--- config.mk ---
export PLATFORM = sky130hd
export DESIGN_NAME = nbit_or_unit
export DESIGN_NICKNAME = d
export VERILOG_FILES = /design/src/rtl/nbit_or_unit.sv
export SDC_FILE = /design/constraint.sdc
export NUM_CORES = 1
export LEC_CHECK = 0
export ABC_CLOCK_PERIOD_IN_PS = 1650
export CAP_MARGIN = 20
export CORE_AREA = 2 2 39 41
export DETAILED_ROUTE_END_ITERATION = 8
export DIE_AREA = 0 0 41 43
export PLACE_DENSITY_LB_ADDON = 0.1
export SETUP_SLACK_MARGIN = 0.3
export SLEW_MARGIN = 20
export SYNTH_ARGS = -nofsm -noshare
export SYNTH_HDL_FRONTEND = slang
export SYNTH_SLANG_ARGS = --single-unit
--- constraint.sdc ---
create_clock -name clk -period 1.65 [get_ports clk]
set_input_delay 0.2475 -clock clk [delete_from_list [all_inputs] [get_ports clk]]
set_output_delay 0.2475 -clock clk [all_outputs]
set_load 0.02 [all_outputs]
--- src/rtl/nbit_or_unit.sv ---
`default_nettype none
// ============================================================================
//  Module      : nbit_or_unit
//  Description : Registered n-bit bitwise-OR slice of the ALU. Computes a | b
//                and produces the standard N/C/Z/V status flags so the OR
//                result shares the flag path used by the arithmetic units.
//                Result and flags are captured on the rising clock edge when
//                en is high and held otherwise.
//
//  Parameters  : len      - operand/result width in bits (>= 1)
//
//  Ports       : clk      - clock, rising-edge active
//                rst      - asynchronous active-high reset
//                en       - load enable for result and flags
//                a, b     - operands (len bits, unsigned)
//                response - registered a | b (len bits)
//                n        - registered negative flag (MSB of result)
//                c        - registered carry flag (always 0 for OR)
//                z        - registered zero flag
//                v        - registered overflow flag (always 0 for OR)
//
//  Revision    : 1.0 - initial release
// ============================================================================
module nbit_or_unit #(
    parameter int len = 4
) (
    input  logic           clk,
    input  logic           rst,
    input  logic           en,
    input  logic [len-1:0] a,
    input  logic [len-1:0] b,
    output logic [len-1:0] response,
    output logic           n,
    output logic           c,
    output logic           z,
    output logic           v
);

    // A zero-width or negative-width slice is meaningless; stop elaboration.
    if (len < 1) begin : g_len_check
        $error("nbit_or_unit: len must be >= 1");
    end

    localparam logic [len-1:0] c_zero = '0;

    // ------------------------------------------------------------------------
    // Next-state logic
    // ------------------------------------------------------------------------
    logic [len-1:0] w_res_next;
    logic           w_n_next;
    logic           w_z_next;

    assign w_res_next = a | b;
    assign w_n_next   = w_res_next[len-1];
    assign w_z_next   = (w_res_next == c_zero);

    // ------------------------------------------------------------------------
    // Output registers
    // ------------------------------------------------------------------------
    logic [len-1:0] r_response;
    logic           r_n;
    logic           r_c;
    logic           r_z;
    logic           r_v;

    // Reset state is a zero result, so z comes up set to keep the flags
    // consistent with response from the moment reset asserts.
    always_ff @(posedge clk or posedge rst) begin
        if (rst) begin
            r_response <= c_zero;
            r_n        <= 1'b0;
            r_c        <= 1'b0;
            r_z        <= 1'b1;
            r_v        <= 1'b0;
        end else if (en) begin
            r_response <= w_res_next;
            r_n        <= w_n_next;
            // A logical OR can never carry or overflow; these are loaded low
            // so downstream flag muxing treats every unit identically.
            r_c        <= 1'b0;
            r_z        <= w_z_next;
            r_v        <= 1'b0;
        end
    end

    assign response = r_response;
    assign n        = r_n;
    assign c        = r_c;
    assign z        = r_z;
    assign v        = r_v;

endmodule
`default_nettype wire

### Word-level counts from Yosys, hierarchy flattened

Cells that the tools add are included.

| word-level totals | value |
|---|---|
| register bits | 6 |
| input bits | 11 |
| logic and storage cells | 5 |

| operators by class | value |
|---|---|
| reductions and logical operators | 1 |
| bitwise gates (word level) | 1 |

Operators by type and width:

| operator | number |
|---|---|
| logical NOT 4 bit | 1 |
| bitwise OR 4 bit | 1 |

### Logic depth before layout (Yosys ltp)

Gate-level depths: netlist of the first run.

| logic depth | value |
|---|---|
| depth in word-level cells | 2 |
| gate-level depth with buffers | 3 |
| depth with buffers taken out | 2 |

### Worst setup path after synthesis of the first run

OpenSTA, ideal clock, no wires.

| path | value |
|---|---|
| kind | reg-to-output |
| start | register r_response[3] (netlist: response[3]) |
| end | output response[3] |
| slack | 0.776 ns |
| data arrival time | 0.627 ns |
| buffers on the path | 1 |
| cell stages (with the launch flop) | 2 |
| data required time | 1.402 ns |
| cells stage by stage | dfrtp_1 > buf_4 |

RTL lines:

| element | RTL line | RTL |
|---|---|---|
| from (decl) | 60 | `logic [len-1:0] r_response;` |
| from (signal assigned) | 70 | `r_response <= c_zero;` |
| from (signal assigned) | 76 | `r_response <= w_res_next;` |
| to (decl) | 32 | `output logic [len-1:0] response,` |

No word-level cell between the ends.

### Final worst setup path of the first run

| path | value |
|---|---|
| start | register r_response[0] (netlist: response[0]) |
| end | output response[0] |

No word-level cell between the ends.

==> results of run 1 <==
## timing repair
action | in CTS | in global routing
pin swaps | 0 | 0
endpoints found under the setup margin | 6 | 1
buffers inserted | 0 | 0
gates resized for setup | 6 | 2
## stage by stage
step,hold slack (ns),power [mW]
3_3_place_gp,0.4676,0.2153
3_5_place_dp,0.4697,0.2160
2_1_floorplan,0.02529,0.1744
5_1_grt,0.2217,0.3767
4_1_cts,0.1864,0.3644
6_report,0.1912,0.3516
## sequential cells by signal, indices dropped and copies added, names as in the netlist
register  cells
response      4
z             1
## cell type report
cell class                 count  share of cell area (%)
timing repair buffer          16                   36.17
clock buffer                   4                   6.383
inverter                       1                  0.9119
sequential                     5                   30.70
tap                           16                   4.863
multi-input combinational     17                   20.97
## final timing paths
path | from | to | slack (ns)
max | response[0]$_DFFE_PP0P_ | response[0] | 0.46
min | rst | response[0]$_DFFE_PP0P_ | 0.19
max reg2reg | z$_DFFE_PP1P_ | z$_DFFE_PP1P_ | 0.85
min reg2reg | response[1]$_DFFE_PP0P_ | response[1]$_DFFE_PP0P_ | 0.53
max in group asynchronous | rst | z$_DFFE_PP1P_ | 1.22
min in group clk | response[1]$_DFFE_PP0P_ | response[1]$_DFFE_PP0P_ | 0.53
## layout by cell type (no fill, tap or decap)
| cell | n |
|---|---|
| clkdlybuf4s50_1 | 10 |
| nor2_1 | 8 |
| dlygate4sd2_1 | 5 |
| a21oi_1 | 4 |
| dfrtp_1 | 4 |
| clkbuf_4 | 3 |
| conb_1 | 2 |
| inv_1 | 1 |
| nor4_2 | 1 |
| nor2b_1 | 1 |
| a41o_1 | 1 |
| clkbuf_1 | 1 |
| clkbuf_2 | 1 |
| dfstp_2 | 1 |
## where the power goes
| part | leakage [nW] | switching, mW | total, mW | internal [mW] |
|---|---|---|---|---|
| Combinational | 0.108 | 0.0355 | 0.0706 | 0.0351 |
| Sequential | 0.0509 | 0.00421 | 0.135 | 0.131 |
| Clock | 0.0150 | 0.0540 | 0.146 | 0.0917 |
| Total | 0.174 | 0.0938 | 0.352 | 0.258 |
## logic make-up (layout without fill, tap and decap cells)
| group | count (synthesis) | after routing | share of synthesized area [%] |
|---|---|---|---|
| AOI/OAI and AO/OA | 5 | 5 | 12.50 |
| other | 1 | 2 | 1.561 |
| DFF | 5 | 5 | 52.61 |
| buffers and inverters | 5 | 21 | 13.02 |
| and+or+nand+nor | 10 | 10 | 20.31 |
## metal layers
layer	track usage [%]	up-vias
met1	8.251	99
met5	0	-
met4	12.00	0
met2	10.94	16
li1	-	113
met3	3.141	0
==> flow_summary.ini, run 1 <==
[routing]
wl_met2_um = 251
wl_per_cell_um = 9.424
via_count = 228
dr.max_layer_used = met3
route.detailed.drc = 0
drt_iter0_drc = 4
met3WireLength_um = 93
drtPass1Iterations = 2
ant_nets = 0
viasPerCell = 3.864
finalWirelength_um = 556
wirelength_met1_um = 211

[yosys]
yosysTopAreaCellShare_pct = 41.67
ys_warn_count = 0
synthArstFlopShare_pct = 100.0
synth-edff-count = 0
synth_most_common_cell = nor2_1
synth_area_per_cell_um2 = 9.240
synth_sequential_area_ratio_pct = 52.60
synth.area.top_cells = dfrtp_1 42%, nor2_1 13%, dfstp_2 11%, buf_4 9.4%, a21oi_1 8.3%
synth_top_area_cell = dfrtp_1
ys_ff_latch = 5
synthCells = 26
synthesis.area_um2 = 240.2
synthTopCellsByCount = 8 x nor2_1, 4 x a21oi_1, 4 x dfrtp_1
synthFlopType = dfrtp_1
ys_types = 11

[worst_setup_path]
crit_type = reg2out
start_kind = flip-flop
cp_slowest_cell = dfrtp_1
path_delay_family = flip-flops
worst_path_largest_cell_delay_ns = 0.37
path_buf_inv = 1
path_depth = 1
timing.critical_path.cells = dlygate4sd2_1
cp.required_ns = 1.40
reg2reg_depth = 2
worstPathMaxFanout = 2
arrival_ns = 0.94
endpoint_kind = output port

[finish]
diodes = 0
drive_gt1_share_pct = 13.95
layoutNonFillerInstCount = 59
multi_input_area_um2 = 86.33
areaGrowthSynthToFinish_pct = 71.35
final_util_pct = 29.75
ff_latch_area_um2 = 126.4
num-fill-cells = 156
nets = 55
design_area_um2 = 411.6

[place]
pre_cts_ws_ns = 0.3075
placed_area_um2 = 396.6
port_buffers = 16
dp_hpwl_um = 426
gp_congestion = 0.5472
placed_cells = 55

[worst_hold_path]
hold_path.class = in2async

[floorplanning]
die-area_um2 = 1763
fp.coreArea_um2 = 1384
start_util_pct = 17.36
pin_count = 19
row_count = 14
fp.dieH_um = 43
die_x_um = 41

[sta]
setup-tns-final_ns = 0
hold_violations = 0
finalMaxSlewViolations = 0
skew_ns = 0
fin_crit_sh_pct = 72.02
fin_crit_ns = 1.188
fin_ws_ns = 0.4616
max_freq_ghz = 0.8415
rsz0062_at_grt = false
setup-violations-final = 0

[clock_tree]
h-tree-depth = 1
clkTransAtPathRegs_ns = 0.05
clk_latency_ns = 0.25
hold_buffers = 0
cts_buffers = 3
clock_path_buffers = 2
cts_tree = yes
clock_sinks = 5
cts-root-buf = clkbuf_4

[grt]
grt_max_degree = 11
overflow = 0
grt_pass1_wl_um = 855
grt_usage_pct = 8.502
grt_pass1_vias = 219
antenna_found_initial = 0

[power_and_ir_drop]
ir_drop_v = 0.0003219
leakage_nw = 0.1737
powerDensity_nw_per_um2 = 854.2

[flow_run]
max-cap-violations = 0

[outcome]
status = finished clean
No activity file was read; power rests on OpenSTA's default activity.
==> run 2, diff against run 1 <==
Settings changed: ABC_CLOCK_PERIOD_IN_PS 1650 to 1100.
Clock period 1.65 ns to 1.1 ns, I/O delays scaled along.
==> run 2 against run 1 <==
Non-clock buffer count rose by 3. Critical path depth did not move. Sequential power rose by 53%. Worst hold slack got worse by 0.060 ns. Flip-flop and latch count did not move. Clock skew did not move. Highest routed layer is now met4.
==> flow_summary.ini, run 2 (synthesis gave the netlist of run 1 again) <==
[floorplanning]
start_util_pct = 17.36
fp.dieH_um = 43
row_count = 14
fp.coreArea_um2 = 1384
pin_count = 19
die_x_um = 41
die-area_um2 = 1763

[clock_tree]
clock_sinks = 5
clkTransAtPathRegs_ns = 0.04
cts-root-buf = clkbuf_4
clock_path_buffers = 2
hold_buffers = 0
clk_latency_ns = 0.23
cts_tree = yes
h-tree-depth = 1
cts_buffers = 3

[place]
port_buffers = 16
gp_congestion = 0.5572
placed_area_um2 = 411.6
pre_cts_ws_ns = -0.1598

[worst_setup_path]
path_delay_family = flip-flops
worstReg2RegStart = response[3]$_DFFE_PP0P_
worst_path_largest_cell_delay_ns = 0.52
ff2ff_setup_slack_ns = 0.30
path_depth = 1
arrival_ns = 0.87
reg2reg_to = response[3]$_DFFE_PP0P_
worstPathMaxFanout = 2
reg2reg_depth = 3
endpoint_kind = output port
worstSetupStartpoint = z$_DFFE_PP1P_
cp_slowest_cell = dfstp_2
timing.critical_path.cells = buf_6
crit_type = reg2out
cp.required_ns = 0.94
crit_end = z
start_kind = flip-flop
path_buf_inv = 1

[worst_hold_path]
hold_path.class = in2async

[finish]
diodes = 0
design_area_um2 = 450.4
largest_reg_flops = 4
areaGrowthSynthToFinish_pct = 87.50
final_common_cell = nor2_1
layout_common_cells = 8 x nor2_1, 6 x clkdlybuf4s50_1, 6 x buf_6
num-fill-cells = 147
drive_gt1_share_pct = 32.61
multi_input_area_um2 = 88.84
nets = 58
ff_latch_area_um2 = 126.4

[sta]
hold_violations = 0
hold_ws_ns = 0.1308
max_freq_ghz = 0.9696
skew_ns = 0
rsz0062_at_grt = true
fin_crit_sh_pct = 93.76
setup-violations-final = 0
fin_ws_ns = 0.06862
finalMaxSlewViolations = 0
fin_crit_ns = 1.031

[grt]
grt_pass1_wl_um = 779
overflow = 0
grt_max_degree = 6
grt_pass1_vias = 217
antenna_found_initial = 0
grt_usage_pct = 7.560

[routing]
wl_per_cell_um = 8.581
finalWirelength_um = 532
route.detailed.drc = 0
drt_iter0_drc = 0
via_count = 233
viasPerCell = 3.758
ant_nets = 0
drtPass1Iterations = 1

[flow_run]
max-cap-violations = 0

[outcome]
status = finished clean

[power_and_ir_drop]
powerDensity_nw_per_um2 = 1190
ir_drop_v = 0.0004506
leakage_nw = 0.2064
fin_total_pwr_uw = 536.1
## run 2: cell count changes in the layout (fill, tap and decap cells not counted)
cell             change
clkbuf_2             -1
nor2b_1              -1
dlygate4sd2_1        -1
clkdlybuf4s50_1      -4
nor2b_2              +1
buf_6                +6
buf_4                +3
## run 2: report_power, final
part / switching (mW) / internal [mW]
clock network: 0.0691 / 0.137
logic: 0.0553 / 0.0685
registers: 0.00951 / 0.197
total: 0.134 / 0.402
## run 2: timing repair
item | 4_1_cts | 5_1_grt
setup endpoints to repair | 11 | 7
setup buffers | 0 | 1
endpoints found under the hold margin | 0 | 0
pin swaps | 2 | 0
cloned | 0 | 0
gates resized for setup | 38 | 3
## run 2: cell type report
cell class	instances	share of cell area, %
clock buffer	4	5.833
inverter	1	0.8333
multi-input combinational	17	19.72
sequential	5	28.06
tap	16	4.444
timing repair buffer	19	41.11
## run 2: through the flow
step	utilization (%)	TNS (ns)	cells
after floorplan	-	0	27
final	32.55	0	62
after global placement	29.75	-0.2454	57
after detailed placement	29.75	-0.2495	57
after CTS	31.37	0	61
after global routing	32.55	0	62
## run 2: metal layers
metal  wire, um  up-vias  global-route usage [%]
li1           -      119                       -
met1        205       96                   6.840
met2        230       16                   10.31
met3         91        2                   4.712
met4          5        0                   8.000
met5          0        -                       0
## run 2: how the worst min path moves through the flow
stage	to	start	cells past startpoint	slack (ns)
floorplan	response[0]$_DFFE_PP0P_	rst	1	-0.06
global placement	response[2]$_DFFE_PP0P_	rst	2	0.39
detailed placement	response[2]$_DFFE_PP0P_	rst	2	0.39
CTS	response[2]$_DFFE_PP0P_	rst	2	0.13
global route	response[2]$_DFFE_PP0P_	rst	2	0.15
finish	response[2]$_DFFE_PP0P_	rst	2	0.13
==> run 3, diff against run 2 <==
Settings changed: CTS_BUF_LIST set to sky130_fd_sc_hd__clkbuf_8.
==> run 3 against run 2 <==
Die area did not move. Highest routed layer is now met3. Critical path depth did not move. Worst hold slack improved by 0.021 ns.
==> flow_summary.ini, run 3 (synthesis gave the netlist of run 1 again) <==
[outcome]
status = finished clean

[power_and_ir_drop]
swShare_pct = 22.68
fin_total_pwr_uw = 651.6
p_int_uw = 503.9
clkPwrFrac_pct = 49.3
switchingPower_uw = 147.8
seq_power_share_pct = 31.7
p_comb_share_pct = 18.9
powerDensity_nw_per_um2 = 1381
ir_drop_v = 0.0005184
leakage_nw = 0.2275

[worst_setup_path]
crit_type = reg2out
path_delay_family = flip-flops
reg2reg_depth = 3
worstReg2RegStart = response[3]$_DFFE_PP0P_
cp_slowest_cell = dfstp_2
ff2ff_setup_slack_ns = 0.30
arrival_ns = 0.84
endpoint_kind = output port
path_depth = 1
worstPathMaxFanout = 2
worst_path_largest_cell_delay_ns = 0.52
start_kind = flip-flop
timing.critical_path.cells = buf_6
reg2reg_to = response[3]$_DFFE_PP0P_
path_buf_inv = 1
cp.required_ns = 0.94

[routing]
route.detailed.drc = 0
finalWirelength_um = 547
wl_per_cell_um = 8.823
viasPerCell = 3.710
drtPass1Iterations = 2
ant_nets = 0
via_count = 230
drt_iter0_drc = 1

[place]
pre_cts_ws_ns = -0.1598
gp_congestion = 0.5572
port_buffers = 16
placed_area_um2 = 411.6

[clock_tree]
cts_buffers = 3
clock_sinks = 5
hold_buffers = 0
cts-root-buf = clkbuf_8
clk_latency_ns = 0.22
cts_tree = yes
clock_path_buffers = 2
h-tree-depth = 1
clkTransAtPathRegs_ns = 0.03

[sta]
hold_violations = 0
finalMaxSlewViolations = 0
skew_ns = 0
setup-tns-final_ns = 0
fin_ws_ns = 0.09059
fin_crit_sh_pct = 91.76
setup-violations-final = 0
rsz0062_at_grt = true
fin_crit_ns = 1.009
hold_ws_ns = 0.1519
max_freq_ghz = 0.9907

[finish]
layout_common_cells = 8 x nor2_1, 6 x buf_6, 5 x clkdlybuf4s50_1
design_area_um2 = 471.7
largest_reg_flops = 4
nets = 58
final_common_cell = nor2_1
areaGrowthSynthToFinish_pct = 96.35
diodes = 0
drive_gt1_share_pct = 32.61

[floorplanning]
pin_count = 19
fp.coreArea_um2 = 1384
fp.dieH_um = 43
start_util_pct = 17.36
die_x_um = 41
row_count = 14
die-area_um2 = 1763

[grt]
grt_pass1_vias = 219
overflow = 0
antenna_found_initial = 0
grt_usage_pct = 7.661
grt_max_degree = 6
grt_pass1_wl_um = 793

[flow_run]
max-cap-violations = 0

[worst_hold_path]
hold_path.class = in2async
run 3: layout make-up:
cell class / instances / area [um^2]
Fill cell: 147 / 912.1
Timing Repair Buffer: 19 / 187.7
Sequential cell: 5 / 126.4
Multi-Input combinational cell: 17 / 88.84
Clock buffer: 3 / 41.29
Tap cell: 16 / 20.02
Clock inverter: 1 / 3.754
Inverter: 1 / 3.754
run 3: through the flow:
step / util (%) / instances
6_report: 34.09 / 62
5_1_grt: 34.09 / 62
4_1_cts: 32.73 / 61
3_5_place_dp: 29.75 / 57
3_3_place_gp: 29.75 / 57
2_1_floorplan: - / 27
run 3: power by group through the flow:
stage	sequential, mW	combinational [mW]	clock, mW
after floorplan	0.221	0.0409	0
after global routing	0.208	0.134	0.353
final	0.207	0.123	0.321
after CTS	0.206	0.118	0.337
after detailed placement	0.206	0.124	0
after global placement	0.206	0.123	0
run 3: how the worst max path moves through the flow:
stage / end / start / slack, ns
after CTS: z / z$_DFFE_PP1P_ / 0.08
after detailed placement: z / z$_DFFE_PP1P_ / -0.16
after global placement: z / z$_DFFE_PP1P_ / -0.16
after global routing: z / z$_DFFE_PP1P_ / 0.06
final: z / z$_DFFE_PP1P_ / 0.09
after floorplan: z$_DFFE_PP1P_ / z$_DFFE_PP1P_ / 0.25
run 3: what timing repair did:
action	in CTS	in global routing
pin swaps	2	2
buffers inserted	0	1
setup endpoints to repair	11	7
gates resized for setup	38	4
hold endpoints to repair	0	0
run 3: per-layer routing:
metal	global-route usage (%)	vias up	share of wire [%]
met5	0	-	0
li1	-	118	-
met3	4.712	0	16
met2	10.31	16	43
met4	8.000	0	0
met1	7.166	96	40
